--- src/rtl/kuuga_bram_port_arbiter.sv ---
// Shares one single-port BRAM between the fetch and LSU request ports.
// Round-robin on contention; responses return READ_LATENCY cycles after grant.
module kuuga_bram_port_arbiter #(
  parameter int ADDR_WIDTH   = 16,
  parameter int DATA_WIDTH   = 32,
  parameter int READ_LATENCY = 2
) (
  input  logic                    clk,
  input  logic                    reset,
  input  logic                    inst_req_i,
  input  logic [ADDR_WIDTH-1:0]   inst_addr_i,
  output logic                    inst_gnt_o,
  output logic                    inst_rvalid_o,
  output logic [DATA_WIDTH-1:0]   inst_rdata_o,
  input  logic                    data_req_i,
  input  logic [ADDR_WIDTH-1:0]   data_addr_i,
  input  logic                    data_we_i,
  input  logic [DATA_WIDTH/8-1:0] data_be_i,
  input  logic [DATA_WIDTH-1:0]   data_wdata_i,
  output logic                    data_gnt_o,
  output logic                    data_rvalid_o,
  output logic [DATA_WIDTH-1:0]   data_rdata_o,
  output logic                    bram_en_o,
  output logic [DATA_WIDTH/8-1:0] bram_we_o,
  output logic [ADDR_WIDTH-3:0]   bram_addr_o,
  output logic [DATA_WIDTH-1:0]   bram_wdata_o,
  input  logic [DATA_WIDTH-1:0]   bram_rddata_i,
  output logic                    bram_rst_o
);

  typedef enum logic {
    OWNER_INST = 1'b0,
    OWNER_DATA = 1'b1
  } owner_e;

  owner_e                  last_owner_q, last_owner_d;
  logic [READ_LATENCY-1:0] pipe_valid_q, pipe_valid_d;
  logic [READ_LATENCY-1:0] pipe_is_data_q, pipe_is_data_d;
  logic                    inst_win, data_win;
  logic                    resp_valid;
  logic                    unused_addr_lsbs;

  // Word addressing drops the byte offset of both requesters.
  assign unused_addr_lsbs = ^{inst_addr_i[1:0], data_addr_i[1:0]};

  always_comb begin
    inst_win = 1'b0;
    data_win = 1'b0;
    if (!reset) begin
      if (inst_req_i && data_req_i) begin
        data_win = (last_owner_q == OWNER_INST);
        inst_win = !data_win;
      end else begin
        inst_win = inst_req_i;
        data_win = data_req_i;
      end
    end
  end

  assign inst_gnt_o = inst_win;
  assign data_gnt_o = data_win;

  always_comb begin
    bram_en_o    = inst_win | data_win;
    bram_we_o    = '0;
    bram_addr_o  = '0;
    bram_wdata_o = '0;
    if (data_win) begin
      bram_addr_o  = data_addr_i[ADDR_WIDTH-1:2];
      bram_wdata_o = data_wdata_i;
      if (data_we_i) begin
        bram_we_o = data_be_i;
      end
    end else if (inst_win) begin
      bram_addr_o  = inst_addr_i[ADDR_WIDTH-1:2];
      bram_wdata_o = data_wdata_i;
    end
  end

  always_comb begin
    last_owner_d = last_owner_q;
    if (data_win) begin
      last_owner_d = OWNER_DATA;
    end else if (inst_win) begin
      last_owner_d = OWNER_INST;
    end
    // Stage 0 takes the current grant; the pipe never stalls.
    pipe_valid_d      = pipe_valid_q << 1;
    pipe_valid_d[0]   = inst_win | data_win;
    pipe_is_data_d    = pipe_is_data_q << 1;
    pipe_is_data_d[0] = data_win;
  end

  always_ff @(posedge clk) begin
    if (reset) begin
      last_owner_q   <= OWNER_INST;
      pipe_valid_q   <= '0;
      pipe_is_data_q <= '0;
    end else begin
      last_owner_q   <= last_owner_d;
      pipe_valid_q   <= pipe_valid_d;
      pipe_is_data_q <= pipe_is_data_d;
    end
  end

  // Responses are suppressed during reset so in-flight accesses never surface.
  assign resp_valid    = pipe_valid_q[READ_LATENCY-1] & ~reset;
  assign inst_rvalid_o = resp_valid & ~pipe_is_data_q[READ_LATENCY-1];
  assign data_rvalid_o = resp_valid & pipe_is_data_q[READ_LATENCY-1];
  assign inst_rdata_o  = bram_rddata_i;
  assign data_rdata_o  = bram_rddata_i;
  assign bram_rst_o    = reset;

endmodule

--- config.mk ---
export PLATFORM = sky130hd
export DESIGN_NAME = kuuga_bram_port_arbiter
export DESIGN_NICKNAME = d
export VERILOG_FILES = /design/src/rtl/kuuga_bram_port_arbiter.sv
export SDC_FILE = /design/constraint.sdc
export NUM_CORES = 1
export LEC_CHECK = 0
export ABC_AREA = 1
export CAP_MARGIN = 20
export CORE_AREA = 2 2 88 90
export CTS_CLUSTER_DIAMETER = 30
export DETAILED_ROUTE_END_ITERATION = 16
export DIE_AREA = 0 0 90 92
export PLACE_DENSITY = 0.7
export SLEW_MARGIN = 20
export SYNTH_ARGS = -nofsm -noshare
export SYNTH_HDL_FRONTEND = slang
export SYNTH_SLANG_ARGS = --single-unit
--- constraint.sdc ---
create_clock -name clk -period 1.8 [get_ports clk]
set_input_delay 0.36 -clock clk [delete_from_list [all_inputs] [get_ports clk]]
set_output_delay 0.36 -clock clk [all_outputs]
set_load 0.01 [all_outputs]
==> impl_metrics.tcl <==
set metrics [dict create \
    synth_area_per_cell_um2 5.904 \
    ys.warnings.count 0 \
    grt_pass1_wl_um 6541 \
    insertion_delay_ns 0.22 \
    hp-class "reg2reg" \
    die_area_um2 8280 \
    htree_levels 1 \
    routedWlPerCell_um 10.70 \
    start_util 0.1720 \
    synth_top_area_cell "buf_4" \
    cts_buffer_depth 2 \
    relSlewSlack 0.8791 \
    rsz0062_at_grt "false" \
    synth_fp_nets 322 \
    drv_slew 0 \
    numCtsBuffers 3 \
    cts_sinks 5 \
    cp_max_fo 24 \
    r2r_cells 4 \
    drt_wl_total_um 4107 \
    firstDrtPassIters 3 \
    synth_area_leaders "buf_4 (40%), inv_1 (12%), nor2_1 (9.4%)" \
    hold_violations 0 \
    fin_crit_ns 1.689 \
    core-area_um2 7447 \
    synth_edf_count 0 \
    timing.final.crit_share 0.9385 \
    final.setup_skew_ns 0.00007375 \
    setup_viol 0 \
    drtIter0Drc 37 \
    tritoncts "done" \
    synth.top_cell.area_share 0.4043 \
    ys_ff_latch 5 \
    cp-start-kind "input port" \
    die_w_um 90 \
    via_count 1426 \
    diodes 0 \
    synthMostInstantiatedCell "buf_4" \
    ir_worst_vdd_mv 0.1928 \
    crit_path_end_kind "primary output" \
    syn2layout_area_growth_pct 72.66 \
    finalSetupTns_ns 0 \
    path_clk_slew_ns 0.03 \
    finish.utilization 0.2970 \
    core.rowCount 32 \
    dp_hpwl_um 3436 \
    leakage_nw 1.218 \
    r2r-start "last_owner_q" \
    ios 225 \
    hold_buffers 0 \
    synth_ff_type "dfxtp_1" \
    startpoint "data_req_i" \
    ys_seq_area_frac 0.07813 \
    grt_pass1_vias 1409 \
    postSynthCellCount 217 \
    cts-root-buf "clkbuf_8" \
    crit_arrival_ns 1.33 \
    die_h_um 92 \
    globalplace.congestion 0.6393 \
    grt_usage 0.09361 \
    nets 388 \
    drc 0 \
    worstSetupPathType "in2out" \
    syn-cell-area_um2 1281 \
    status "completed" \
    via_per_inst 3.714 \
    grt_max_degree 25 \
    ant_nets 0 \
    fill_cells 839 \
    maxCapViolCount 0 \
    tightest_slew_ns 0.1820 \
    io_buffers 124 \
    synthTopCellsByCount "buf_4 (69), inv_1 (41), nor2_1 (32), nand2_1 (22), nand3_1 (15)" \
    max_freq_mhz 592.0 \
    critPathRequiredTime_ns 1.44 \
    antenna_found_initial 0 \
    synth_cell_types 14 \
    min_from "pipe_is_data_q[0]" \
    drive_gt1_frac 0.1596 \
    async_reset_ff_frac 0 \
    hold_path_depth 2 \
    powerDensity_nw_per_um2 345.8 \
    grt_overflow 0 \
]
-- metal layers --
layer	vias up	GRT usage	wire [um]
met3	24	0.02958	378
met5	-	0	0
li1	712	-	-
met1	624	0.1025	1637
met2	66	0.1660	1980
met4	0	0.04103	110
-- cells in the final DEF, fill, tap and decap left out, types with 5 or more instances in the layout --
master / synthesis / routed
clkbuf_2: 0 / 12
buf_12: 0 / 5
nand4_1: 14 / 14
nand2_1: 22 / 21
nand3_1: 15 / 14
clkdlybuf4s50_1: 0 / 66
dlygate4sd2_1: 0 / 38
nor2_1: 32 / 32
dfxtp_1: 5 / 5
inv_1: 41 / 41
nor2_2: 10 / 10
-- critical path: stages --
cell and delay (ns):
clkdlybuf4s15_2 0.24, o21ai_4 0.21, buf_12 0.18, nor2_1 0.05
dlygate4sd2_1 0.28
-- metrics by stage --
| step | setup slack, ns | power [mW] | area [um2] | hold WS, ns | instances |
|---|---|---|---|---|---|
| detailed placement | -0.5205 | 0.6029 | 2206 | 0.4026 | 378 |
| CTS | 0.0001471 | 0.7736 | 2226 | 0.4073 | 383 |
| floorplan | 0.4590 | 0.4299 | 1281 | 0.3883 | 217 |
| global placement | -0.4946 | 0.5956 | 2206 | 0.3903 | 378 |
| global route | 0.002072 | 0.8231 | 2212 | 0.4332 | 384 |
| finish | 0.1107 | 0.7648 | 2212 | 0.4036 | 384 |
-- sequential cells by signal, indices dropped and copies added (netlist names) --
signal          flops
pipe_valid_q        2
pipe_is_data_q      2
last_owner_q        1
-- path summary, 6_finish.rpt --
check,endpoint,slack [ns]
min reg2reg,pipe_is_data_q[1],0.40
max reg2reg,last_owner_q,1.00
min,pipe_is_data_q[1],0.40
max,bram_wdata_o[9],0.11
-- cell families (layout without fill, tap and decap cells) --
| logic type | count (synthesis) | after routing | synth area share |
|---|---|---|---|
| buffers and inverters | 116 | 181 | 0.5615 |
| AOI/OAI and AO/OA | 1 | 1 | 0.01270 |
| and+or+nand+nor | 95 | 95 | 0.3477 |
| DFF | 5 | 5 | 0.07813 |
-- power breakdown --
part,total [mW],leakage [nW],switching (mW),internal (mW)
clock network,0.202,0.0228,0.0506,0.152
logic,0.441,1.15,0.180,0.262
registers,0.121,0.0415,0.00307,0.118
-- area by class of cell --
cell class                 instances  area [um2]  area share
tap                              102       127.6     0.05769
clock buffer                       4       45.04     0.02036
sequential                         5       100.1     0.04525
timing repair buffer             135        1313      0.5933
inverter                          42       157.7     0.07127
multi-input combinational         96       469.2      0.2121
-- repair_timing --
| action | CTS | global route |
|---|---|---|
| cloned | 0 | 1 |
| setup buffers | 1 | 0 |
| resized for setup | 82 | 20 |
| endpoints found under the setup margin | 56 | 19 |
Note: power is estimated with default switching activity, not from simulation.
